## src/rtl/mul_div_unit.sv

```systemverilog
// rtl/mul_div_unit.sv - multi-cycle signed Booth multiply / restoring divide engine
module mul_div_unit #(
    parameter int WIDTH = 32
) (
    input  logic             clk,
    input  logic             rst,
    input  logic             start,
    input  logic             op,
    input  logic [WIDTH-1:0] a,
    input  logic [WIDTH-1:0] b,
    output logic             busy,
    output logic             done,
    output logic [WIDTH-1:0] result_hi,
    output logic [WIDTH-1:0] result_lo,
    output logic             div_by_zero
);

    localparam int CW = $clog2(WIDTH) + 1;

    typedef enum logic [2:0] {
        S_IDLE,
        S_MUL,
        S_DIV,
        S_FIX,
        S_DONE
    } state_t;

    state_t           state_q, state_d;
    // acc: Booth accumulator (mul) or partial remainder (div), one guard bit wide
    logic [WIDTH:0]   acc_q, acc_d;
    // q: multiplier being shifted out (mul) or dividend/quotient shift register (div)
    logic [WIDTH-1:0] q_q, q_d;
    logic             qm1_q, qm1_d;
    // m: multiplicand (mul) or divisor magnitude (div)
    logic [WIDTH-1:0] m_q, m_d;
    logic             sa_q, sa_d;
    logic             sb_q, sb_d;
    logic [CW-1:0]    cnt_q, cnt_d;
    logic             busy_q, busy_d;
    logic             done_q, done_d;
    logic [WIDTH-1:0] hi_q, hi_d;
    logic [WIDTH-1:0] lo_q, lo_d;
    logic             dbz_q, dbz_d;

    logic [WIDTH:0]   m_ext;
    logic [WIDTH:0]   booth_sum;
    logic [WIDTH:0]   r_sh;
    logic [WIDTH:0]   trial;
    logic             last_iter;

    assign m_ext     = {m_q[WIDTH-1], m_q};
    assign last_iter = (cnt_q == CW'(WIDTH - 1));

    // Next-state and datapath: one iteration per cycle, results only written on completion
    always_comb begin
        state_d   = state_q;
        acc_d     = acc_q;
        q_d       = q_q;
        qm1_d     = qm1_q;
        m_d       = m_q;
        sa_d      = sa_q;
        sb_d      = sb_q;
        cnt_d     = cnt_q;
        busy_d    = busy_q;
        done_d    = 1'b0;
        hi_d      = hi_q;
        lo_d      = lo_q;
        dbz_d     = dbz_q;
        booth_sum = acc_q;
        r_sh      = {acc_q[WIDTH-1:0], q_q[WIDTH-1]};
        trial     = r_sh - {1'b0, m_q};

        case (state_q)
            S_IDLE: begin
                busy_d = 1'b0;
                if (start) begin
                    dbz_d  = 1'b0;
                    busy_d = 1'b1;
                    cnt_d  = '0;
                    acc_d  = '0;
                    qm1_d  = 1'b0;
                    if (!op) begin
                        state_d = S_MUL;
                        m_d     = a;
                        q_d     = b;
                    end else if (b != '0) begin
                        state_d = S_DIV;
                        m_d     = b[WIDTH-1] ? -b : b;
                        q_d     = a[WIDTH-1] ? -a : a;
                        sa_d    = a[WIDTH-1];
                        sb_d    = b[WIDTH-1];
                    end else begin
                        // Divide by zero finishes immediately with a fixed result
                        state_d = S_DONE;
                        done_d  = 1'b1;
                        dbz_d   = 1'b1;
                        hi_d    = a;
                        lo_d    = {WIDTH{1'b1}};
                    end
                end
            end
            S_MUL: begin
                case ({q_q[0], qm1_q})
                    2'b01:   booth_sum = acc_q + m_ext;
                    2'b10:   booth_sum = acc_q - m_ext;
                    default: booth_sum = acc_q;
                endcase
                acc_d = {booth_sum[WIDTH], booth_sum[WIDTH:1]};
                q_d   = {booth_sum[0], q_q[WIDTH-1:1]};
                qm1_d = q_q[0];
                cnt_d = cnt_q + CW'(1);
                if (last_iter) begin
                    state_d = S_DONE;
                    done_d  = 1'b1;
                    hi_d    = booth_sum[WIDTH:1];
                    lo_d    = {booth_sum[0], q_q[WIDTH-1:1]};
                end
            end
            S_DIV: begin
                // Remainder stays below 2^WIDTH, so the guard bit is the sign of the trial
                acc_d = trial[WIDTH] ? r_sh : trial;
                q_d   = {q_q[WIDTH-2:0], ~trial[WIDTH]};
                cnt_d = cnt_q + CW'(1);
                if (last_iter) begin
                    state_d = S_FIX;
                end
            end
            S_FIX: begin
                // Truncating division: quotient sign from operand signs, remainder follows dividend
                lo_d    = (sa_q ^ sb_q) ? -q_q : q_q;
                hi_d    = sa_q ? -acc_q[WIDTH-1:0] : acc_q[WIDTH-1:0];
                state_d = S_DONE;
                done_d  = 1'b1;
            end
            S_DONE: begin
                state_d = S_IDLE;
                busy_d  = 1'b0;
            end
            default: begin
                state_d = S_IDLE;
                busy_d  = 1'b0;
            end
        endcase
    end

    // State and registered outputs; reset abandons any operation in flight
    always_ff @(posedge clk or posedge rst) begin
        if (rst) begin
            state_q <= S_IDLE;
            acc_q   <= '0;
            q_q     <= '0;
            qm1_q   <= 1'b0;
            m_q     <= '0;
            sa_q    <= 1'b0;
            sb_q    <= 1'b0;
            cnt_q   <= '0;
            busy_q  <= 1'b0;
            done_q  <= 1'b0;
            hi_q    <= '0;
            lo_q    <= '0;
            dbz_q   <= 1'b0;
        end else begin
            state_q <= state_d;
            acc_q   <= acc_d;
            q_q     <= q_d;
            qm1_q   <= qm1_d;
            m_q     <= m_d;
            sa_q    <= sa_d;
            sb_q    <= sb_d;
            cnt_q   <= cnt_d;
            busy_q  <= busy_d;
            done_q  <= done_d;
            hi_q    <= hi_d;
            lo_q    <= lo_d;
            dbz_q   <= dbz_d;
        end
    end

    assign busy        = busy_q;
    assign done        = done_q;
    assign result_hi   = hi_q;
    assign result_lo   = lo_q;
    assign div_by_zero = dbz_q;

endmodule

```

## config.mk

```make
export PLATFORM = sky130hd
export DESIGN_NAME = mul_div_unit
export DESIGN_NICKNAME = d
export VERILOG_FILES = /design/src/rtl/mul_div_unit.sv
export SDC_FILE = /design/constraint.sdc
export NUM_CORES = 1
export LEC_CHECK = 0
export CAP_MARGIN = 15
export CORE_MARGIN = 4
export CORE_UTILIZATION = 40
export CTS_CLUSTER_SIZE = 28
export DETAILED_ROUTE_END_ITERATION = 6
export HOLD_SLACK_MARGIN = 0.02
export SLEW_MARGIN = 10
export SYNTH_ARGS = -nofsm -noshare
export SYNTH_HDL_FRONTEND = slang
export SYNTH_SLANG_ARGS = --single-unit
```

## constraint.sdc

```tcl
create_clock -name clk -period 6.1 [get_ports clk]
set_input_delay 0.915 -clock clk [delete_from_list [all_inputs] [get_ports clk]]
set_output_delay 0.915 -clock clk [all_outputs]
set_load 0.05 [all_outputs]
```

==> impl_results.html, run 1 <==
<table>
<tr><th>Metric</th><th>Value</th></tr>
<tr><th colspan="2">Run</th></tr>
<tr><td>Max-cap check violation count</td><td>0</td></tr>
<tr><th colspan="2">Floorplan</th></tr>
<tr><td>Placeable core region</td><td>37800 sq um</td></tr>
<tr><td>DIE HEIGHT</td><td>204 um</td></tr>
<tr><td>Die footprint</td><td>41800 sq um</td></tr>
<tr><td>Horizontal die dimension</td><td>204 um</td></tr>
<tr><td>Number of core rows</td><td>71</td></tr>
<tr><td>Top-Level Pins</td><td>135</td></tr>
<tr><td>Initial Utilization</td><td>40.8%</td></tr>
<tr><th colspan="2">Detailed routing</th></tr>
<tr><td>Drt wl/cell</td><td>22.2 um</td></tr>
<tr><td>DRC violation count after routing</td><td>0</td></tr>
<tr><td>Detailed-route via count</td><td>15700</td></tr>
<tr><td>DRC violation total after the first TritonRoute iteration</td><td>1647</td></tr>
<tr><td>Post-DRT Antenna Nets</td><td>0</td></tr>
<tr><td>Vias/cell</td><td>6.16</td></tr>
<tr><td>Pre-antenna DRT Iters</td><td>7</td></tr>
<tr><td>WL final</td><td>56600 um</td></tr>
<tr><th colspan="2">Cells and area</th></tr>
<tr><td>Fraction of final layout cells sized beyond drive strength 1</td><td>4.70%</td></tr>
<tr><td>N_diodes</td><td>0</td></tr>
<tr><td>Number of inserted filler cells in the final layout</td><td>3833</td></tr>
<tr><td>Post-layout nets</td><td>2171</td></tr>
<tr><td>Synthesis-to-layout area growth</td><td>14.4%</td></tr>
<tr><th colspan="2">STA</th></tr>
<tr><td>Max frequency</td><td>192 MHz</td></tr>
<tr><td>Transition time of the tightest slew-check pin</td><td>1110 ps</td></tr>
<tr><td>Final slew viol count</td><td>0</td></tr>
<tr><td>Sum Neg Setup Slack</td><td>0 ps</td></tr>
<tr><td>Setup repair after global routing missed its margin</td><td>false</td></tr>
<tr><td>Count of endpoints failing setup in the final report</td><td>0</td></tr>
<tr><td>Tightest slew margin relative to the limit</td><td>25.3%</td></tr>
<tr><td>Worst clock skew</td><td>17.4 ps</td></tr>
<tr><td>Minimum clock period</td><td>5220 ps</td></tr>
<tr><td>Final period utilization</td><td>85.6%</td></tr>
<tr><td>Final hold violation count</td><td>0</td></tr>
<tr><th colspan="2">Global route</th></tr>
<tr><td>Total global routing track utilization</td><td>26.4%</td></tr>
<tr><td>First-pass GRT wire length</td><td>86500 um</td></tr>
<tr><td>Met1 demand-to-capacity share in global routing</td><td>37.2%</td></tr>
<tr><td>Top Usage Layer GRT</td><td>met2</td></tr>
<tr><td>Via count of the first global-routing pass</td><td>14700</td></tr>
<tr><td>Total congestion overflow after global routing</td><td>0</td></tr>
<tr><td>Met2 capacity usage during global routing</td><td>41.0%</td></tr>
<tr><td>Number of antenna violations at the first check in global routing</td><td>0</td></tr>
<tr><td>Met3 usage in global routing</td><td>4.28%</td></tr>
<tr><td>Largest net degree at the start of global routing</td><td>89</td></tr>
<tr><th colspan="2">Min path</th></tr>
<tr><td>Worst min-delay path class</td><td>register to register</td></tr>
<tr><td>Hold Path Origin</td><td>div_by_zero</td></tr>
<tr><td>Hold depth</td><td>1</td></tr>
<tr><td>Capture endpoint of the worst hold path</td><td>div_by_zero</td></tr>
<tr><th colspan="2">Synthesis</th></tr>
<tr><td>Mapped Cells</td><td>1990</td></tr>
<tr><td>Total nets after synthesis</td><td>2132</td></tr>
<tr><td>Mapped Avg Cell Area</td><td>7.75 sq um</td></tr>
<tr><td>Fraction of synthesis flops using an asynchronous set or reset pin</td><td>100%</td></tr>
<tr><td>Number of warnings issued by yosys</td><td>0</td></tr>
<tr><td>Distinct cell type count of the synthesized netlist</td><td>78</td></tr>
<tr><td>Number of enable-type register cells in the synthesized netlist</td><td>0</td></tr>
<tr><td>Fraction of the yosys area taken by sequential cells</td><td>28.6%</td></tr>
<tr><td>Post-synth top area cell</td><td>sky130_fd_sc_hd__dfrtp_1</td></tr>
<tr><td>Main area contributors after synthesis</td><td>sky130_fd_sc_hd__dfrtp_1 29%, sky130_fd_sc_hd__xnor2_1 6.7%, sky130_fd_sc_hd__o21ai_0 5.9%</td></tr>
<tr><td>Total standard cell area after synthesis</td><td>15400 sq um</td></tr>
<tr><td>Top cell type's share of synthesized area</td><td>28.6%</td></tr>
<tr><td>Primary FF master, synth</td><td>sky130_fd_sc_hd__dfrtp_1</td></tr>
<tr><td>Number of storage elements in the synthesis netlist</td><td>176</td></tr>
<tr><th colspan="2">Critical path</th></tr>
<tr><td>Crit path buf inv count</td><td>2</td></tr>
<tr><td>CP cell instances</td><td>inv_1 &gt; ha_1 &gt; inv_1 &gt; fa_1 &gt; a21oi_1 &gt; o211ai_1 &gt; a31oi_1 &gt; a31oi_1 &gt; a31oi_1 &gt; nor2b_1 &gt; o21ai_0 &gt; nand2b_1 &gt; ha_1 &gt; and2_1 &gt; a22oi_1 &gt; nand2_1 &gt; a21oi_1 &gt; o21ai_0</td></tr>
<tr><td>CP dominant cell by count</td><td>sky130_fd_sc_hd__a31oi_1</td></tr>
<tr><td>Launching element type of the critical path</td><td>register</td></tr>
<tr><td>Critical Path Slowest Stage Cell</td><td>sky130_fd_sc_hd__ha_1</td></tr>
<tr><td>Endpoint arrival time on the critical path</td><td>5600 ps</td></tr>
<tr><td>Class of the most critical setup path</td><td>register to register</td></tr>
<tr><td>Largest stage delay on the critical path</td><td>870 ps</td></tr>
<tr><td>WP data required</td><td>6480 ps</td></tr>
<tr><td>Worst-path maximum fanout</td><td>21</td></tr>
<tr><td>Kind of capture point of the worst setup path</td><td>register</td></tr>
<tr><td>Cell family contributing the most delay on the critical path</td><td>compound AO/OA/AOI/OAI gates</td></tr>
<tr><td>Reg-to-Reg End</td><td>acc_q[24]</td></tr>
<tr><td>Reg2Reg Setup Slack</td><td>880 ps</td></tr>
<tr><td>Startpoint of the most critical register-to-register path</td><td>q_q[31]</td></tr>
<tr><td>Cells on worst reg2reg path</td><td>18</td></tr>
<tr><th colspan="2">Outcome</th></tr>
<tr><td>Run status</td><td>finished clean</td></tr>
<tr><th colspan="2">Clock network</th></tr>
<tr><td>Number of gates given a new drive strength after cts</td><td>0</td></tr>
<tr><td>CTS tree</td><td>built</td></tr>
<tr><td>Number of post-CTS setup repair buffers</td><td>0</td></tr>
<tr><td>Clock latency on the worst-skew pair</td><td>470 ps</td></tr>
<tr><td>Clock sink count</td><td>176</td></tr>
<tr><td>Post-CTS clock slew at the launch and capture registers of the worst setup and hold paths</td><td>80 ps</td></tr>
<tr><td>Cell chosen for the clock root</td><td>sky130_fd_sc_hd__clkbuf_16</td></tr>
<tr><td>Depth of the CTS H-tree</td><td>4</td></tr>
<tr><td>Hold-fix buffers at CTS</td><td>0</td></tr>
<tr><td>Inserted Clock Buffers</td><td>17</td></tr>
<tr><td>Buffer levels on the longest clock path</td><td>2</td></tr>
<tr><th colspan="2">Placed design</th></tr>
<tr><td>Port Buffer Count</td><td>134</td></tr>
<tr><td>GPL Wtd Cong</td><td>0.950</td></tr>
<tr><td>Placed wire-length estimate</td><td>42700 um</td></tr>
</table>
## flip-flops by register name, indices dropped and copies added, names as in the netlist
register and count:
result_lo 32, cnt_q 6, div_by_zero 1, done 1, q_q 32, busy 1
state_q 3, sa_q 1, qm1_q 1, result_hi 32, m_q 32, acc_q 33
sb_q 1
## layout make-up
class	count	area (sq um)	area share (%)
Tap cell	511	639	3.62
Timing Repair Buffer	159	1540	8.72
Sequential cell	176	4410	25.0
Inverter	68	262	1.48
Clock buffer	17	425	2.41
Multi-Input combinational cell	1607	10300	58.2
Clock inverter	15	109	0.617
## placed cells by master (no fill, tap or decap), drive strengths merged, types with 17 or more instances in the layout
master	netlist	routed
nand3	35	35
a222oi	22	22
a21o	18	18
a221oi	42	42
dfrtp	176	176
a22oi	27	27
xor2	77	77
nor3	25	25
a211oi	25	25
nand2	237	237
o41ai	17	17
o31ai	38	38
inv	68	73
buf	18	26
clkdlybuf4s50	0	133
ha	72	72
nand2b	25	25
xnor2	118	118
a21oi	150	150
clkbuf	120	17
or3	17	17
o21ai	182	182
a31oi	49	49
o211ai	21	21
nor2	195	195
## cells in the mapped netlist (all sizes together) (15+ instances only)
master,count
a31oi,49
inv,68
nor3,25
a222oi,22
nor2,195
a21oi,150
nand3,35
o211ai,21
a21o,18
nand2b,25
nand2,237
xor2,77
a221oi,42
o31ai,38
or3,17
buf,18
o21ai,182
a211oi,25
ha,72
clkbuf,120
o41ai,17
a22oi,27
mux2i,15
dfrtp,176
xnor2,118
or4,15
## stage by stage
| step | instances | area [sq um] | worst slack, ps | hold slack (ps) | util (%) |
|---|---|---|---|---|---|
| 4_1_cts | 2553 | 17600 | 1050 | 490 | 46.6 |
| 6_report | 2553 | 17600 | 880 | 487 | 46.6 |
| 3_3_place_gp | 2521 | 17100 | 1140 | 470 | 45.2 |
| 2_1_floorplan | 1990 | 15400 | 411 | 469 | - |
| 3_5_place_dp | 2521 | 17100 | 1030 | 474 | 45.2 |
| 5_1_grt | 2553 | 17600 | 432 | 533 | 46.6 |
## worst max-delay path by stage
stage                 to  cells after the start     from
4_1_cts        acc_q[24]                     18  q_q[31]
5_1_grt        acc_q[24]                     18  q_q[31]
6_report       acc_q[24]                     18  q_q[31]
3_3_place_gp   acc_q[24]                     18  q_q[31]
2_1_floorplan   acc_q[0]                      1      rst
3_5_place_dp   acc_q[24]                     18  q_q[31]
## per-layer routing
metal  routed length [um]  up-vias
li1                     -     7356
met2                25600      722
met4                 2090        0
met3                 4310      118
met1                24600     7528
met5                    0        -
## cell families (layout without fill, tap and decap cells)
group,count (synthesis),count (layout),share of synthesized area [%]
DFF,176,176,28.6
and+or+nand+nor,637,637,18.9
AOI/OAI and AO/OA,676,676,28.5
buffers and inverters,207,259,5.20
adders and majority gates,74,74,6.10
xor gates and xnor gates,195,195,11.1
muxes,25,25,1.70
## worst register-to-register path, stage by stage, from the launching register on
cell and delay [ps]:
sky130_fd_sc_hd__dfrtp_1 450, sky130_fd_sc_hd__inv_1 210, sky130_fd_sc_hd__ha_1 210, sky130_fd_sc_hd__inv_1 50
sky130_fd_sc_hd__fa_1 400, sky130_fd_sc_hd__a21oi_1 250, sky130_fd_sc_hd__o211ai_1 190, sky130_fd_sc_hd__a31oi_1 340
sky130_fd_sc_hd__a31oi_1 240, sky130_fd_sc_hd__a31oi_1 360, sky130_fd_sc_hd__nor2b_1 70, sky130_fd_sc_hd__o21ai_0 140
sky130_fd_sc_hd__nand2b_1 80, sky130_fd_sc_hd__ha_1 870, sky130_fd_sc_hd__and2_1 840, sky130_fd_sc_hd__a22oi_1 160
sky130_fd_sc_hd__nand2_1 120, sky130_fd_sc_hd__a21oi_1 40, sky130_fd_sc_hd__o21ai_0 110
Power of run 1 is not shown: default switching activity piles up to over one toggle a cycle in this logic, so the estimate is an artifact.
==> run 2, diff against run 1 <==
Settings changed: SLEW_MARGIN 10 to 20.
==> results of run 2 <==
Final layout, timing and power as in run 1 (identical DEF).
Power of run 2 is left out for the same reason.
